===== src/rtl/serial_subtractor_if.sv =====
// Handshake and operand/result bundle for the bit-serial subtractor.
// The signed overflow flag exists only when SERSUB_OVF_EN is defined.
interface serial_subtractor_if #(
  parameter int WIDTH = 8
);
  logic             start;
  logic [WIDTH-1:0] a;
  logic [WIDTH-1:0] b;
  logic             busy;
  logic             done;
  logic [WIDTH-1:0] diff;
  logic             borrow_out;
`ifdef SERSUB_OVF_EN
  logic             ovf;

  modport master (output start, a, b,
                  input  busy, done, diff, borrow_out, ovf);
  modport slave  (input  start, a, b,
                  output busy, done, diff, borrow_out, ovf);
`else
  modport master (output start, a, b,
                  input  busy, done, diff, borrow_out);
  modport slave  (input  start, a, b,
                  output busy, done, diff, borrow_out);
`endif
endinterface


===== src/rtl/serial_subtractor.sv =====
// Bit-serial WIDTH-bit subtractor: diff = a - b, LSB first, one bit per clock,
// using a single full-subtractor slice with a registered borrow.
// Start/done handshake; a start is taken only in IDLE.
// Optional feature macro: SERSUB_OVF_EN adds the signed overflow flag (ovf).
module serial_subtractor #(
  parameter int WIDTH = 8
) (
  input  logic                clk,
  input  logic                rst_n,
  serial_subtractor_if.slave  bus
);

  localparam int CNT_W = $clog2(WIDTH + 1);

  typedef enum logic [1:0] {
    IDLE  = 2'd0,
    SHIFT = 2'd1,
    DONE  = 2'd2
  } state_t;

  state_t           state_q, state_d;
  logic [WIDTH-1:0] a_q, a_d;
  logic [WIDTH-1:0] b_q, b_d;
  logic [WIDTH-1:0] res_q, res_d;
  logic [WIDTH-1:0] diff_q, diff_d;
  logic [CNT_W-1:0] cnt_q, cnt_d;
  logic             br_q, br_d;
  logic             bo_q, bo_d;
  logic             done_q, done_d;
`ifdef SERSUB_OVF_EN
  logic             am_q, am_d;
  logic             bm_q, bm_d;
  logic             ovf_q, ovf_d;
`endif

  // Full-subtractor slice on the current operand LSBs and the stored borrow
  logic a0, b0, dbit, br_next;
  assign a0      = a_q[0];
  assign b0      = b_q[0];
  assign dbit    = a0 ^ b0 ^ br_q;
  assign br_next = (~a0 & b0) | (~(a0 ^ b0) & br_q);

  // State and datapath registers; everything clears on reset
  always_ff @(posedge clk or negedge rst_n) begin
    if (!rst_n) begin
      state_q <= IDLE;
      a_q     <= '0;
      b_q     <= '0;
      res_q   <= '0;
      diff_q  <= '0;
      cnt_q   <= '0;
      br_q    <= 1'b0;
      bo_q    <= 1'b0;
      done_q  <= 1'b0;
`ifdef SERSUB_OVF_EN
      am_q    <= 1'b0;
      bm_q    <= 1'b0;
      ovf_q   <= 1'b0;
`endif
    end else begin
      state_q <= state_d;
      a_q     <= a_d;
      b_q     <= b_d;
      res_q   <= res_d;
      diff_q  <= diff_d;
      cnt_q   <= cnt_d;
      br_q    <= br_d;
      bo_q    <= bo_d;
      done_q  <= done_d;
`ifdef SERSUB_OVF_EN
      am_q    <= am_d;
      bm_q    <= bm_d;
      ovf_q   <= ovf_d;
`endif
    end
  end

  // Next-state and datapath update; results are published on the last shift
  // so that diff/borrow_out are already valid in the cycle done is high
  always_comb begin
    state_d = state_q;
    a_d     = a_q;
    b_d     = b_q;
    res_d   = res_q;
    diff_d  = diff_q;
    cnt_d   = cnt_q;
    br_d    = br_q;
    bo_d    = bo_q;
    done_d  = 1'b0;
`ifdef SERSUB_OVF_EN
    am_d    = am_q;
    bm_d    = bm_q;
    ovf_d   = ovf_q;
`endif
    case (state_q)
      IDLE: begin
        if (bus.start) begin
          a_d     = bus.a;
          b_d     = bus.b;
          res_d   = '0;
          br_d    = 1'b0;
          cnt_d   = '0;
`ifdef SERSUB_OVF_EN
          am_d    = bus.a[WIDTH-1];
          bm_d    = bus.b[WIDTH-1];
`endif
          state_d = SHIFT;
        end
      end
      SHIFT: begin
        res_d = WIDTH'({dbit, res_q} >> 1);
        a_d   = a_q >> 1;
        b_d   = b_q >> 1;
        br_d  = br_next;
        cnt_d = cnt_q + CNT_W'(1);
        if (cnt_q == CNT_W'(WIDTH - 1)) begin
          diff_d  = WIDTH'({dbit, res_q} >> 1);
          bo_d    = br_next;
          done_d  = 1'b1;
`ifdef SERSUB_OVF_EN
          // The last difference bit lands in the result MSB
          ovf_d   = (am_q ^ bm_q) & (dbit ^ am_q);
`endif
          state_d = DONE;
        end
      end
      DONE: begin
        state_d = IDLE;
      end
      default: begin
        state_d = IDLE;
      end
    endcase
  end

  assign bus.busy       = (state_q != IDLE);
  assign bus.done       = done_q;
  assign bus.diff       = diff_q;
  assign bus.borrow_out = bo_q;
`ifdef SERSUB_OVF_EN
  assign bus.ovf        = ovf_q;
`endif

endmodule


===== src/flat_wrapper.sv =====
// flat-port wrapper written by rule: the top's interface ports become plain ports
module serial_subtractor_flat 
#(
  parameter int WIDTH = 8
)
  (clk, rst_n, bus_start, bus_a, bus_b, bus_busy, bus_done, bus_diff, bus_borrow_out);
  serial_subtractor_if #(.WIDTH(WIDTH)) bus_i ();
  input  logic clk;
  input  logic rst_n;
  input wire logic [$bits(bus_i.start)-1:0] bus_start;
  input wire logic [$bits(bus_i.a)-1:0] bus_a;
  input wire logic [$bits(bus_i.b)-1:0] bus_b;
  output wire logic [$bits(bus_i.busy)-1:0] bus_busy;
  output wire logic [$bits(bus_i.done)-1:0] bus_done;
  output wire logic [$bits(bus_i.diff)-1:0] bus_diff;
  output wire logic [$bits(bus_i.borrow_out)-1:0] bus_borrow_out;
  assign bus_i.start = bus_start;
  assign bus_i.a = bus_a;
  assign bus_i.b = bus_b;
  assign bus_busy = bus_i.busy;
  assign bus_done = bus_i.done;
  assign bus_diff = bus_i.diff;
  assign bus_borrow_out = bus_i.borrow_out;
  serial_subtractor #(.WIDTH(WIDTH)) u_core (.clk(clk), .rst_n(rst_n), .bus(bus_i));
endmodule

===== config.mk =====
export PLATFORM = sky130hd
export DESIGN_NAME = serial_subtractor_flat
export DESIGN_NICKNAME = d
export VERILOG_FILES = /design/src/rtl/serial_subtractor_if.sv /design/src/rtl/serial_subtractor.sv /design/src/flat_wrapper.sv
export SDC_FILE = /design/constraint.sdc
export NUM_CORES = 1
export LEC_CHECK = 0
export ABC_AREA = 0
export BUFFER_PORTS_ARGS = -buffer_cell sky130_fd_sc_hd__buf_2
export CORE_MARGIN = 10
export CORE_UTILIZATION = 30
export DETAILED_ROUTE_END_ITERATION = 8
export GPL_TIMING_DRIVEN = 0
export RECOVER_POWER = 100
export SYNTH_ARGS = -nofsm -noshare
export SYNTH_HDL_FRONTEND = slang
export SYNTH_SLANG_ARGS = --single-unit

===== constraint.sdc =====
create_clock -name clk -period 3.15 [get_ports clk]
set_input_delay 0.63 -clock clk [delete_from_list [all_inputs] [get_ports clk]]
set_output_delay 0.63 -clock clk [all_outputs]
set_load 0.02 [all_outputs]

==> out/summary.txt, run 1 <==
status -> complete, but fails checks
violated checks -> max-capacitance violations, max-slew violations
clock tree from TritonCTS -> built
overall die area -> 0.009275 mm^2
cells traversed along the worst timing path -> clkbuf_1, clkbuf_1, or2_2, clkbuf_1
number of distinct standard cells referenced by the synthesized netlist -> 28
cell area after synthesis -> 0.001747 mm^2
number of resized instances in the post-cts repair step -> 0
antenna violations before repair -> 0
Final Cycle Share -> 79.39%
Min-Delay Path Class -> flip-flop to flip-flop
Cells after Synth -> 153
Die H -> 96.31 um
Max Fclk -> 399.9 MHz
Routed WL -> 3921 um
most used standard cell by instance count after synthesis -> sky130_fd_sc_hd__dfrtp_1
data arrival time of the critical path -> 1.87 ns
total negative slack -> 0 ns
global route overflow -> 0
portion of netlist area occupied by mux cells -> 6.304%
Gate power share -> 34.8%
clock slew at the register clock pins of the worst setup and hold paths -> 0.08 ns
commonest register cell after synthesis -> sky130_fd_sc_hd__dfrtp_1
PwrDens -> 878.7 mW/mm^2
switching share of total power -> 36.79%
#FFs+latches synth -> 40
worst hold-check slack -> 0.4893 ns
Post-Synth Simple-Gate Area -> 10.10%
Site Rows -> 27
RSZ-0062 raised after global routing -> false
number of clock sinks -> 40
minimum clock period -> 2.501 ns
routed via count -> 1,311
Area contributors post-synth -> sky130_fd_sc_hd__dfrtp_1, sky130_fd_sc_hd__a22oi_1, sky130_fd_sc_hd__mux2_2
largest clock skew in the final design -> 0.003646 ns
number of nets with antenna violations after detailed routing -> 0
worst max-slew margin expressed relative to the limit -> -39.94%
cell accounting for the most synthesized area -> sky130_fd_sc_hd__dfrtp_1
number of fillers in the final layout -> 570
most used cell, CP -> sky130_fd_sc_hd__clkbuf_1
crit path kind -> flip-flop to output pin
power share of the sequential group -> 47.1%
RD Place Congestion -> 0.7447
overall fraction of global-route tracks in use -> 9.110%
number of nets in the finished design -> 210
leakage dissipation -> 0.0008757 uW
post-synthesis share of cell area spent on xor and xnor gates -> 0%
Buffers on Ports -> 29
Ports -> 30
Net Switching -> 655.7 uW
Crit-path slowest cell -> sky130_fd_sc_hd__clkbuf_1
count of final hold-check violations -> 0
fraction of registers with async set or reset after synthesis -> 100.0%
first-pass GRT wire length -> 6644 um
post-CTS setup buffers -> 0
DRC violation count after routing -> 0
First DRT Iteration DRCs -> 30
clock root buffer -> sky130_fd_sc_hd__clkbuf_8
required time reported for the critical path endpoint -> 2.52 ns
total non-filler cell area in the finished layout -> 0.002028 mm^2
fraction of layout cells with a size suffix above 1 -> 17.46%
Final setup viols -> 0
H-Tree Depth -> 2
Longest Clk Path Bufs -> 2
Setup crit start kind -> flip-flop
clock network fraction of design power -> 18.1%
post-DR wirelength/cell -> 15.02 um
initial core utilization -> 31.34%
most instantiated cells after synthesis -> sky130_fd_sc_hd__dfrtp_1, sky130_fd_sc_hd__o21ai_0, sky130_fd_sc_hd__a22oi_1, sky130_fd_sc_hd__nor2b_1, sky130_fd_sc_hd__a21oi_1
overall die width -> 96.31 um
number of cells on the critical path -> 4
maxcap violations -> 2
number of enable flip-flop cells after synthesis -> 0
area after detailed placement -> 0.001982 mm^2
share of Yosys cell area claimed by the top area cell type -> 57.31%
Worst path max stage delay -> 0.39 ns
Max FO, Critical Path -> 10
Yosys warning count -> 0
endpoint class of the critical path -> output pin
mean instance size in the synthesized netlist -> 11.42 um^2
diode insertion count for antenna repair -> 0
HPWL after detailed placement -> 2770 um
via count of the first global-routing pass -> 1,365
placeable core region -> 0.005574 mm^2
buffer and inverter count on the worst path -> 3
combinational family with the most area after synthesis -> compound AO/OA/AOI/OAI gates
pin count of the biggest net entering global routing -> 41
Skew-Pair Late Insertion Delay -> 0.29 ns
worst-margin pin slew -> 2.099 ns
family with the most delay on the worst path -> buffers and inverters
number of detailed-route iterations in the first pass -> 4
per-cell via count in the routed design -> 5.023
worst IR drop on VDD -> 0.4025 mV
synthesis-to-layout area growth -> 16.12%
max-slew violations -> 41
adder and majority cell fraction of the synthesized area -> 1.862%
Seq/Total Area, Yosys -> 57.31%
depth of the worst register-to-register path -> 4
Synth Net Count -> 174
hold-fix buffers at CTS -> 0
internal power of the cells -> 1126 uW
number of cells traversed by the worst hold path -> 2
synthesized-area fraction occupied by ao, oa, aoi and oai cells -> 21.35%
Inserted Clock Buffers -> 5
logic make-up (layout without fill, tap and decap cells):
group                    Yosys count  count (layout)
AO/OA/AOI/OAI                     58              58
flip-flops                        40              40
AND/OR/NAND/NOR                   30              30
buffers and inverters             13              49
multiplexers                      10              10
adder cells (fa/ha/maj)            2               2
final cells by class:
| class | count | area (um^2) | area share (%) |
|---|---|---|---|
| multi-input combinational | 100 | 678.2 | 33.44 |
| timing repair buffer | 29 | 128.9 | 6.354 |
| inverter | 4 | 15.01 | 0.7403 |
| clock inverter | 2 | 12.51 | 0.6169 |
| sequential | 40 | 1001 | 49.35 |
| tap | 72 | 90.09 | 4.442 |
| clock buffer | 5 | 68.82 | 3.393 |
| buffer | 9 | 33.78 | 1.666 |
power by group through the flow:
| stage | Sequential (uW) | Combinational, uW | Clock [uW] |
|---|---|---|---|
| final | 840 | 620 | 323 |
| after global routing | 866 | 702 | 365 |
| after floorplan | 880 | 416 | 0 |
| after detailed placement | 851 | 659 | 0 |
| after global placement | 848 | 642 | 0 |
| after CTS | 842 | 662 | 335 |
per-stage QoR:
| step | power (uW) | std cells | setup slack, ns | util [%] |
|---|---|---|---|---|
| floorplan | 1296 | 153 | 1.463 | - |
| global placement | 1490 | 254 | 1.206 | 35.56 |
| detailed placement | 1510 | 254 | 1.199 | 35.56 |
| CTS | 1839 | 261 | 0.8746 | 37.01 |
| global route | 1933 | 261 | 0.5223 | 36.39 |
| finish | 1782 | 261 | 0.6493 | 36.39 |
sequential cells by signal, summed over array words and instances, names as in the netlist:
name and count:
u_core.bus.done 1, u_core.cnt_q 4, u_core.bus.diff 8, u_core.b_q 8
u_core.state_q 2, u_core.a_q 8, u_core.br_q 1, u_core.res_q 7
u_core.bus.borrow_out 1
final timing paths:
| kind | from | endpoint | slack, ns |
|---|---|---|---|
| worst min register to register | u_core.b_q[2] | u_core.b_q[2] | 0.49 |
| min in group asynchronous | rst_n | u_core.bus.diff[0] | 0.94 |
| worst max register to register | u_core.cnt_q[0] | u_core.bus.diff[3] | 0.69 |
| worst max-delay path | u_core.state_q[1] | bus_busy | 0.65 |
| max in group asynchronous | rst_n | u_core.a_q[7] | 1.01 |
| worst min-delay path | u_core.b_q[2] | u_core.b_q[2] | 0.49 |
worst register-to-register path: cells and delay by family (launching register included):
| kind | cells | cell delay, ns |
|---|---|---|
| flops | 1 | 0.41 |
| fa+ha+maj | 1 | 0.22 |
| simple gates | 2 | 1.28 |
| mux | 1 | 0.44 |
routing by layer:
layer | track usage [%] | up-vias | share of wire, %
li1 | - | 620 | -
met1 | 12.13 | 642 | 48
met3 | 3.735 | 7 | 8.5
met2 | 13.12 | 42 | 43
met5 | 0 | - | 0
met4 | 2.906 | 0 | 1.1
cell usage in the layout, fill, tap and decap left out, types with 2 or more instances in the layout:
| cell type | netlist | routed |
|---|---|---|
| sky130_fd_sc_hd__a22oi_1 | 14 | 14 |
| sky130_fd_sc_hd__clkbuf_1 | 5 | 22 |
| sky130_fd_sc_hd__o21ai_0 | 17 | 17 |
| sky130_fd_sc_hd__buf_2 | 4 | 16 |
| sky130_fd_sc_hd__a22o_1 | 8 | 8 |
| sky130_fd_sc_hd__mux2i_1 | 2 | 2 |
| sky130_fd_sc_hd__nand2_1 | 7 | 8 |
| sky130_fd_sc_hd__nor3_1 | 1 | 2 |
| sky130_fd_sc_hd__nand2b_1 | 2 | 2 |
| sky130_fd_sc_hd__clkbuf_8 | 0 | 5 |
| sky130_fd_sc_hd__dfrtp_1 | 40 | 40 |
| sky130_fd_sc_hd__nor2b_1 | 14 | 14 |
| sky130_fd_sc_hd__mux2_2 | 8 | 8 |
| sky130_fd_sc_hd__a21oi_1 | 13 | 13 |
| sky130_fd_sc_hd__inv_1 | 4 | 4 |
No activity file was read; power rests on OpenSTA's default activity.
==> run 2: changes to the inputs <==
==> constraint.sdc (replaced) <==
create_clock -name clk -period 2.2 [get_ports clk]
set_input_delay 0.44 -clock clk [delete_from_list [all_inputs] [get_ports clk]]
set_output_delay 0.44 -clock clk [all_outputs]
set_load 0.02 [all_outputs]
==> run 2 against run 1 <==
  * The flow now finishes without violations
  * Worst setup slack got worse by 0.52 ns
  * Critical path depth did not move
  * Die area unchanged
  * Critical path type unchanged
  * Hold slack lost 0.19 ns
  * Via count down 0.15%
  * Combinational power increased by 44%
  * Largest cell class unchanged
==> out/summary.txt, run 2 (synthesis gave the netlist of run 1 again) <==
number of resized instances in the post-cts repair step -> 0 (unchanged)
leakage dissipation -> 0.0008890 uW (+1.5%)
post-CTS setup buffers -> 0 (unchanged)
number of detailed-route iterations in the first pass -> 4 (unchanged)
Setup crit start kind -> flip-flop
Crit-path slowest cell -> sky130_fd_sc_hd__dfrtp_1
Min-Delay Path Class -> primary input to async pin
worst IR drop on VDD -> 0.5829 mV (+45%)
RD Place Congestion -> 0.7447 (unchanged)
Longest Clk Path Bufs -> 2 (unchanged)
Die H -> 96.31 um (unchanged)
overall fraction of global-route tracks in use -> 9.110% (unchanged)
final worst-path setup slack -> 0.1316 ns (-0.5176 ns)
post-DR wirelength/cell -> 15.00 um (-0.13%)
endpoint class of the critical path -> output pin
met3 wirelength from detailed routing -> 331 um (-0.30%)
routed via count -> 1,309 (-0.15%)
critical register-to-register path endpoint -> u_core.bus.diff[3]
total non-filler cell area in the finished layout -> 0.002038 mm^2 (+0.49%)
Cell Count Post-Placement -> 254 (unchanged)
largest clock skew in the final design -> 0.003747 ns (+0.0001006 ns)
data arrival time of the critical path -> 1.63 ns (-0.24 ns)
max-slew violations -> 0 (-100%)
pin count of the biggest net entering global routing -> 41 (unchanged)
DRC violation count after routing -> 0 (unchanged)
Max FO, Critical Path -> 10 (unchanged)
Max Fclk -> 483.5 MHz
Buffers on Ports -> 29 (unchanged)
diode insertion count for antenna repair -> 0 (unchanged)
worst-margin pin slew -> 0.9794 ns (-1.120 ns)
overall die width -> 96.31 um (unchanged)
crit path kind -> flip-flop to output pin
worst max-slew margin expressed relative to the limit -> 34.71% (+75 points)
Met1 Routed Length -> 1858 um (-0.32%)
antenna violations before repair -> 0 (unchanged)
cells traversed along the worst timing path -> buf_2, clkbuf_1, or2_2, clkbuf_2
per-cell via count in the routed design -> 5.015 (-0.15%)
placeable core region -> 0.005574 mm^2 (unchanged)
startpoint of the most critical setup path -> u_core.state_q[1]
most common cell after layout, fill and taps aside -> sky130_fd_sc_hd__dfrtp_1
multi-input gate area in the final layout -> 683.2 um^2 (+0.74%)
number of clock sinks -> 40 (unchanged)
met2 wirelength from detailed routing -> 1681 um (+0.12%)
overall die area -> 0.009275 mm^2 (unchanged)
Ports -> 30 (unchanged)
via count of the first global-routing pass -> 1,365 (unchanged)
Final Cycle Share -> 94.02%
fraction of layout cells with a size suffix above 1 -> 20.11% (+2.6 points)
worst hold-check slack -> 0.2960 ns (-0.1933 ns)
final non-filler cell total -> 261 (unchanged)
clock tree from TritonCTS -> built
PwrDens -> 1256 mW/mm^2 (+43%)
Routed WL -> 3916 um (-0.13%)
area after detailed placement -> 0.001982 mm^2 (unchanged)
count of final hold-check violations -> 0 (unchanged)
Worst path max stage delay -> 0.40 ns (about the same)
H-Tree Depth -> 2 (unchanged)
total negative slack -> 0 ns (unchanged)
Setup WS pre-CTS -> 0.4388 ns (-0.7600 ns)
register area -> 0.001001 mm^2 (unchanged)
depth of the worst register-to-register path -> 4 (unchanged)
synthesis-to-layout area growth -> 16.69%
Skew-Pair Late Insertion Delay -> 0.29 ns (about the same)
max layer used -> met4
global route overflow -> 0 (unchanged)
first-pass GRT wire length -> 6644 um (unchanged)
Inserted Clock Buffers -> 5 (unchanged)
number of nets in the finished design -> 210 (unchanged)
maxcap violations -> 0 (-2)
number of fillers in the final layout -> 566 (-0.70%)
hold-fix buffers at CTS -> 0 (unchanged)
clock root buffer -> sky130_fd_sc_hd__clkbuf_8
reg2reg setup slack -> 0.22 ns (-0.47 ns)
HPWL after detailed placement -> 2770 um (unchanged)
minimum clock period -> 2.068 ns
clock slew at the register clock pins of the worst setup and hold paths -> 0.07 ns (about the same)
startpoint of the lowest-slack register-to-register path -> u_core.cnt_q[0]
number of nets with antenna violations after detailed routing -> 0 (unchanged)
highest-count cells in the layout ignoring fill and taps -> sky130_fd_sc_hd__dfrtp_1, sky130_fd_sc_hd__clkbuf_1, sky130_fd_sc_hd__buf_2
status -> complete, no violations
Final setup viols -> 0 (unchanged)
Site Rows -> 27 (unchanged)
RSZ-0062 raised after global routing -> false
required time reported for the critical path endpoint -> 1.76 ns (-0.76 ns)
First DRT Iteration DRCs -> 31 (+3.3%)
initial core utilization -> 31.34% (unchanged)
-- run 2: critical path, delay by kind of cell, from the launching register on --
family / cells / cell delay [ns]
buffers and inverters: 3 / 0.60
DFF: 1 / 0.40
and+or+nand+nor: 1 / 0.34
-- run 2: worst max path at each step --
stage	endpoint	depth (start not counted)
CTS	bus_busy	4
finish	bus_busy	4
global placement	bus_busy	4
detailed placement	bus_busy	4
global route	bus_busy	4
floorplan	u_core.bus.diff[0]	4
-- run 2: power breakdown --
group	internal, uW	switching (uW)	total (uW)
clock	215	248	462
combinational	396	499	895
sequential	1010	197	1200
-- run 2: area by class of cell --
class / count / share of cell area (%)
inverter: 4 / 0.7366
sequential: 40 / 49.11
clock inverter: 2 / 0.6139
timing repair buffer: 29 / 6.507
tap: 72 / 4.420
clock buffer: 5 / 3.376
buffer: 9 / 1.719
multi-input combinational: 100 / 33.52
-- run 2: through the flow --
step	total power, uW	utilization [%]
CTS	2633	37.01
detailed placement	2163	35.56
floorplan	1856	-
global route	2774	36.57
finish	2560	36.57
global placement	2134	35.56
-- run 2: layer usage --
metal | up-vias | track usage, %
li1 | 621 | -
met1 | 639 | 12.13
met2 | 42 | 13.12
met3 | 7 | 3.735
met4 | 0 | 2.906
met5 | - | 0
